`src/rtl/inst_axi_rd_bridge_if.sv`:
```
// AXI read-channel bundle (AR + R) between the instruction bridge and the SoC interconnect.
interface inst_axi_rd_bridge_if;
  logic [3:0]  arid;
  logic [31:0] araddr;
  logic [7:0]  arlen;
  logic [2:0]  arsize;
  logic [1:0]  arburst;
  logic [1:0]  arlock;
  logic [3:0]  arcache;
  logic [2:0]  arprot;
  logic        arvalid;
  logic        arready;
  logic [3:0]  rid;
  logic [31:0] rdata;
  logic [1:0]  rresp;
  logic        rlast;
  logic        rvalid;
  logic        rready;

  modport master (
    output arid, araddr, arlen, arsize, arburst, arlock, arcache, arprot, arvalid, rready,
    input  arready, rid, rdata, rresp, rlast, rvalid
  );

  modport slave (
    input  arid, araddr, arlen, arsize, arburst, arlock, arcache, arprot, arvalid, rready,
    output arready, rid, rdata, rresp, rlast, rvalid
  );
endinterface

```
`src/rtl/inst_axi_rd_bridge.sv`:
```
// Instruction fetch sram-like port to single-beat AXI reads with kseg0/kseg1 translation.
// Optional macro IBRIDGE_RDATA_REG_EN registers data_ok/rdata (one cycle later, rdata held).
module inst_axi_rd_bridge #(
  parameter int         MAX_OUTSTANDING = 2,
  parameter logic [3:0] AR_ID           = 4'd0
) (
  input  logic                 clk,
  input  logic                 reset,
  input  logic                 inst_sram_en,
  input  logic                 inst_sram_wr,
  input  logic [1:0]           inst_sram_size,
  input  logic [3:0]           inst_sram_wen,
  input  logic [31:0]          inst_sram_addr,
  input  logic [31:0]          inst_sram_wdata,
  output logic                 inst_sram_addr_ok,
  output logic [31:0]          inst_sram_addr_ok_addr,
  output logic                 inst_sram_data_ok,
  output logic [31:0]          inst_sram_rdata,
  inst_axi_rd_bridge_if.master axi
);

  typedef enum logic {IDLE, AR} state_t;

  localparam logic [1:0] MAX_CNT = 2'(MAX_OUTSTANDING);

  state_t      state, state_nxt;
  logic [1:0]  cnt;
  logic [31:0] req_vaddr;
  logic [1:0]  req_size;
  logic        r_hs;
  logic        ar_hs;
  logic        accept;

  // Write-side and response-tag inputs are intentionally unused.
  logic unused_inputs;
  assign unused_inputs = ^{inst_sram_wr, inst_sram_wen, inst_sram_wdata,
                           axi.rid, axi.rresp, axi.rlast};

  assign axi.rready = 1'b1;
  assign r_hs       = axi.rvalid && axi.rready;
  assign ar_hs      = (state == AR) && axi.arready;
  // A returning beat frees a slot in the same cycle, so it may admit a new request.
  assign accept     = (state == IDLE) && inst_sram_en && ((cnt < MAX_CNT) || r_hs);

  // NOTE: every signal driven here gets a default first, so no path leaves it unassigned (no latch).
  always_comb begin
    state_nxt = state;
    unique case (state)
      IDLE: if (accept) state_nxt = AR;
      AR:   if (ar_hs)  state_nxt = IDLE;
      default: state_nxt = IDLE;
    endcase
  end

  // NOTE: sequential state uses non-blocking assignments so all registers update from pre-edge values.
  always_ff @(posedge clk) begin
    if (reset) begin
      state     <= IDLE;
      req_vaddr <= 32'h0;
      req_size  <= 2'b00;
    end else begin
      state <= state_nxt;
      if (accept) begin
        req_vaddr <= inst_sram_addr;
        req_size  <= inst_sram_size;
      end
    end
  end

  // Outstanding count: simultaneous AR and R handshakes cancel; an R beat at zero does not wrap.
  always_ff @(posedge clk) begin
    if (reset) begin
      cnt <= 2'd0;
    end else begin
      unique case ({ar_hs, r_hs})
        2'b10:   cnt <= cnt + 2'd1;
        2'b01:   if (cnt != 2'd0) cnt <= cnt - 2'd1;
        default: cnt <= cnt;
      endcase
    end
  end

  assign axi.arvalid = (state == AR);
  assign axi.araddr  = (req_vaddr[31:30] == 2'b10) ? {3'b000, req_vaddr[28:0]} : req_vaddr;
  assign axi.arsize  = {1'b0, req_size};
  assign axi.arid    = AR_ID;
  assign axi.arlen   = 8'd0;
  assign axi.arburst = 2'b01;
  assign axi.arlock  = 2'b00;
  assign axi.arcache = 4'd0;
  assign axi.arprot  = 3'd0;

  assign inst_sram_addr_ok      = ar_hs;
  assign inst_sram_addr_ok_addr = req_vaddr;

`ifdef IBRIDGE_RDATA_REG_EN
  logic        data_ok_q;
  logic [31:0] rdata_q;

  always_ff @(posedge clk) begin
    if (reset) begin
      data_ok_q <= 1'b0;
      rdata_q   <= 32'h0;
    end else begin
      data_ok_q <= r_hs;
      if (r_hs) rdata_q <= axi.rdata;
    end
  end

  assign inst_sram_data_ok = data_ok_q;
  assign inst_sram_rdata   = rdata_q;
`else
  assign inst_sram_data_ok = r_hs;
  assign inst_sram_rdata   = axi.rdata;
`endif

endmodule

```
`src/flat_wrapper.sv`:
```
// flat-port wrapper written by rule: the top's interface ports become plain ports
module inst_axi_rd_bridge_flat 
#(
  parameter int         MAX_OUTSTANDING = 2,
  parameter logic [3:0] AR_ID           = 4'd0
)
  (clk, reset, inst_sram_en, inst_sram_wr, inst_sram_size, inst_sram_wen, inst_sram_addr, inst_sram_wdata, inst_sram_addr_ok, inst_sram_addr_ok_addr, inst_sram_data_ok, inst_sram_rdata, axi_arid, axi_araddr, axi_arlen, axi_arsize, axi_arburst, axi_arlock, axi_arcache, axi_arprot, axi_arvalid, axi_rready, axi_arready, axi_rid, axi_rdata, axi_rresp, axi_rlast, axi_rvalid);
  inst_axi_rd_bridge_if axi_i ();
  input  logic clk;
  input  logic reset;
  input  logic inst_sram_en;
  input  logic inst_sram_wr;
  input  logic [1:0] inst_sram_size;
  input  logic [3:0] inst_sram_wen;
  input  logic [31:0] inst_sram_addr;
  input  logic [31:0] inst_sram_wdata;
  output logic inst_sram_addr_ok;
  output logic [31:0] inst_sram_addr_ok_addr;
  output logic inst_sram_data_ok;
  output logic [31:0] inst_sram_rdata;
  output wire logic [$bits(axi_i.arid)-1:0] axi_arid;
  output wire logic [$bits(axi_i.araddr)-1:0] axi_araddr;
  output wire logic [$bits(axi_i.arlen)-1:0] axi_arlen;
  output wire logic [$bits(axi_i.arsize)-1:0] axi_arsize;
  output wire logic [$bits(axi_i.arburst)-1:0] axi_arburst;
  output wire logic [$bits(axi_i.arlock)-1:0] axi_arlock;
  output wire logic [$bits(axi_i.arcache)-1:0] axi_arcache;
  output wire logic [$bits(axi_i.arprot)-1:0] axi_arprot;
  output wire logic [$bits(axi_i.arvalid)-1:0] axi_arvalid;
  output wire logic [$bits(axi_i.rready)-1:0] axi_rready;
  input wire logic [$bits(axi_i.arready)-1:0] axi_arready;
  input wire logic [$bits(axi_i.rid)-1:0] axi_rid;
  input wire logic [$bits(axi_i.rdata)-1:0] axi_rdata;
  input wire logic [$bits(axi_i.rresp)-1:0] axi_rresp;
  input wire logic [$bits(axi_i.rlast)-1:0] axi_rlast;
  input wire logic [$bits(axi_i.rvalid)-1:0] axi_rvalid;
  assign axi_arid = axi_i.arid;
  assign axi_araddr = axi_i.araddr;
  assign axi_arlen = axi_i.arlen;
  assign axi_arsize = axi_i.arsize;
  assign axi_arburst = axi_i.arburst;
  assign axi_arlock = axi_i.arlock;
  assign axi_arcache = axi_i.arcache;
  assign axi_arprot = axi_i.arprot;
  assign axi_arvalid = axi_i.arvalid;
  assign axi_rready = axi_i.rready;
  assign axi_i.arready = axi_arready;
  assign axi_i.rid = axi_rid;
  assign axi_i.rdata = axi_rdata;
  assign axi_i.rresp = axi_rresp;
  assign axi_i.rlast = axi_rlast;
  assign axi_i.rvalid = axi_rvalid;
  inst_axi_rd_bridge #(.MAX_OUTSTANDING(MAX_OUTSTANDING), .AR_ID(AR_ID)) u_core (.clk(clk), .reset(reset), .inst_sram_en(inst_sram_en), .inst_sram_wr(inst_sram_wr), .inst_sram_size(inst_sram_size), .inst_sram_wen(inst_sram_wen), .inst_sram_addr(inst_sram_addr), .inst_sram_wdata(inst_sram_wdata), .inst_sram_addr_ok(inst_sram_addr_ok), .inst_sram_addr_ok_addr(inst_sram_addr_ok_addr), .inst_sram_data_ok(inst_sram_data_ok), .inst_sram_rdata(inst_sram_rdata), .axi(axi_i));
endmodule
```
`config.mk`:
```
export PLATFORM = sky130hd
export DESIGN_NAME = inst_axi_rd_bridge_flat
export DESIGN_NICKNAME = d
export VERILOG_FILES = /design/src/rtl/inst_axi_rd_bridge_if.sv /design/src/rtl/inst_axi_rd_bridge.sv /design/src/flat_wrapper.sv
export SDC_FILE = /design/constraint.sdc
export NUM_CORES = 1
export LEC_CHECK = 0
export CAP_MARGIN = 30
export CELL_PAD_IN_SITES_DETAIL_PLACEMENT = 1
export CELL_PAD_IN_SITES_GLOBAL_PLACEMENT = 1
export CORE_AREA = 2 2 120 122
export CTS_CLUSTER_DIAMETER = 30
export DETAILED_ROUTE_END_ITERATION = 8
export DIE_AREA = 0 0 122 124
export PLACE_DENSITY_LB_ADDON = 0.1
export SLEW_MARGIN = 40
export SYNTH_ARGS = -nofsm -noshare
export SYNTH_HDL_FRONTEND = slang
export SYNTH_SLANG_ARGS = --single-unit
```
`constraint.sdc`:
```
create_clock -name clk -period 1.3 [get_ports clk]
set_clock_uncertainty 0.1 [all_clocks]
set_input_delay 0.26 -clock clk [delete_from_list [all_inputs] [get_ports clk]]
set_output_delay 0.26 -clock clk [all_outputs]
set_load 0.005 [all_outputs]
```
==> flow_summary.json <==
{
  "place_area_um2": 3088,
  "syn-cell-area_um2": 2316,
  "drt_iter0_markers": 27,
  "die_area_um2": 15130,
  "critPathCaptureType": "flop",
  "max_freq_mhz": 670.6,
  "finalCritPeriodShare": 1.147,
  "fp.dieH_um": 124,
  "placedCellCount": 487,
  "postSynth.asyncResetShare": 0,
  "synth_mux_area_frac": 0.004322,
  "p_leak_nw": 1.683,
  "stdcell_count": 518,
  "synth.top_cell.area_share": 0.3198,
  "status": "finished with violations",
  "synth_area_per_cell_um2": 8.707,
  "startpoint_type": "flop",
  "drive_above_1_share": 0.3343,
  "cts_tree": "built",
  "synth_top_area_cell": "dfxtp_1",
  "routed_via_density": 3.788,
  "antenna_left": 0,
  "critPathRequiredTime_ns": 1.41,
  "clkTransAtPathRegs_ns": 0.06,
  "num_antenna_cells": 0,
  "placementRows": 43,
  "dp_hpwl_um": 4588,
  "totalWireLength_um": 8066,
  "initial_utilization": 0.1688,
  "place.gp.congestion": 0.6589,
  "grt_pass1_wl_um": 10520,
  "synth_xor_area_frac": 0,
  "drv_cap": 0,
  "hold_class": "primary input to flop",
  "cp_max_fo": 6,
  "whs_ns": 0.3005,
  "antenna_found_initial": 0,
  "violations": "negative setup slack",
  "synth_fa_ha_area_frac": 0,
  "insertion_delay_ns": 0.28,
  "cts_buffers": 5,
  "numClockSinks": 37,
  "yosys_most_used_dff": "dfxtp_1",
  "critPathKind": "flop to flop",
  "grt_overflow": 0,
  "grt_pass1_vias": 1879,
  "root_buffer": "clkbuf_16",
  "first_pass_iters": 3,
  "slew_violations": 0,
  "crit_arrival_ns": 1.60,
  "synth_edf_count": 0,
  "cts_hold_buf": 0,
  "synth-compound-area-share": 0.1664,
  "layout_commonest_cell": "dlygate4sd2_1",
  "wl_per_cell_um": 15.57,
  "ys_seq_elements": 37,
  "seq_area_frac_synth": 0.3198,
  "htree_levels": 2,
  "synth_area_leaders": "dfxtp_1 32%, buf_4 28%, or3b_1 13%, a21oi_1 7.8%, buf_6 4.4%",
  "tns_ns": -4.915,
  "syn_inst": 266,
  "r2r_setup_slack_ns": -0.19,
  "via_count": 1962,
  "fin_area_um2": 3682,
  "ys_types": 24,
  "setup_viol": 37,
  "grt_start_max_net_pins": 47,
  "dieWidth_um": 122,
  "synth_top_family_by_area": "buffers and inverters",
  "syn_to_final_growth_pct": 59.00,
  "synth-simple-area-share": 0.1578,
  "port_buffers": 107,
  "worst_slack_ns": -0.1912,
  "layout_min_cycle_time_ns": 1.491,
  "post-route-drc-count": 0,
  "final_net_count": 453,
  "synth.yosys.warnings": 0,
  "mostFrequentLayoutCells": "61 x dlygate4sd2_1, 34 x clkdlybuf4s50_1, 31 x dfxtp_2, 29 x or3b_1, 27 x a21oi_1",
  "rsz0062_at_grt": "yes",
  "irDropWorstVdd_mv": 0.4104,
  "cts_buffer_depth": 2,
  "num_io_pins": 241,
  "coreArea_um2": 13720,
  "grt_usage": 0.09170,
  "hold_viol": 0,
  "powerDensity_nw_per_um2": 879.5
}
## cell usage after synthesis (all sizes together) (2+ instances only)
cell / number
buf: 100
o21ai: 34
a21oi: 36
conb: 2
clkbuf: 6
nand3b: 2
and2: 2
inv: 3
dfxtp: 37
or3b: 34
## what timing repair did
item / CTS / global route
pin swaps: 4 / 16
cloned: 5 / 7
setup endpoints to repair: 105 / 44
setup buffers: 10 / 6
resized for setup: 133 / 37
## logic make-up (layout without fill, tap and decap cells)
logic type / after synthesis / count (layout)
AND/OR/NAND/NOR: 43 / 43
flip-flops: 37 / 37
buffers and inverters: 109 / 158
multiplexers: 1 / 1
other: 2 / 25
AO/OA/AOI/OAI: 74 / 74
## path summary, 6_finish.rpt
kind / from / endpoint / cells after the start
hold / removal: reset / u_core.inst_sram_addr_ok_addr[2]$_SDFFE_PP0P_ / 2
setup / recovery: u_core.axi.arvalid$_SDFF_PP0_ / u_core.inst_sram_addr_ok_addr[4]$_SDFFE_PP0P_ / 5
setup reg to reg: u_core.axi.arvalid$_SDFF_PP0_ / u_core.inst_sram_addr_ok_addr[4]$_SDFFE_PP0P_ / 5
hold reg to reg: u_core.req_size[1]$_SDFFE_PP0P_ / u_core.req_size[1]$_SDFFE_PP0P_ / 2
## per-stage QoR
step	setup slack (ns)	utilization	power (mW)
after detailed placement	-0.4873	0.2251	1.931
after global routing	-0.2387	0.2684	3.419
final	-0.1912	0.2684	3.239
after global placement	-0.4617	0.2251	1.924
after CTS	-0.2034	0.2503	3.268
after floorplan	0.007651	-	1.691
## power by group
group / total, mW / switching (mW) / internal, mW
Combinational: 0.751 / 0.281 / 0.470
Sequential: 1.26 / 0.0463 / 1.21
Clock: 1.23 / 0.474 / 0.754
## per-layer routing
| layer | GRT usage | vias up | part of all wire |
|---|---|---|---|
| met5 | 0 | - | 0 |
| met2 | 0.1519 | 89 | 0.47 |
| met4 | 0.02514 | 0 | 0.0092 |
| met3 | 0.02656 | 8 | 0.067 |
| met1 | 0.1163 | 926 | 0.46 |
| li1 | - | 939 | - |
## registers in the layout, summed over array words and instances (netlist names)
| register | flops |
|---|---|
| u_core.inst_sram_addr_ok_addr | 32 |
| u_core.axi.arvalid | 1 |
| u_core.req_size | 2 |
| u_core.cnt | 2 |
## worst max-delay path, cell delays in order (launching register included)
cell,delay [ns]
dfxtp_4,0.34
nand2b_4,0.18
buf_12,0.16
buf_12,0.13
or3b_4,0.37
a21oi_2,0.14
## area by class of cell
cell class,instances,area (um2)
tap,180,225.2
inverter,3,11.26
clock buffer,7,142.6
sequential,37,783.3
fill,1604,10040
multi-input combinational,143,930.9
timing repair buffer,148,1589
Note: power is estimated with default switching activity, not from simulation.
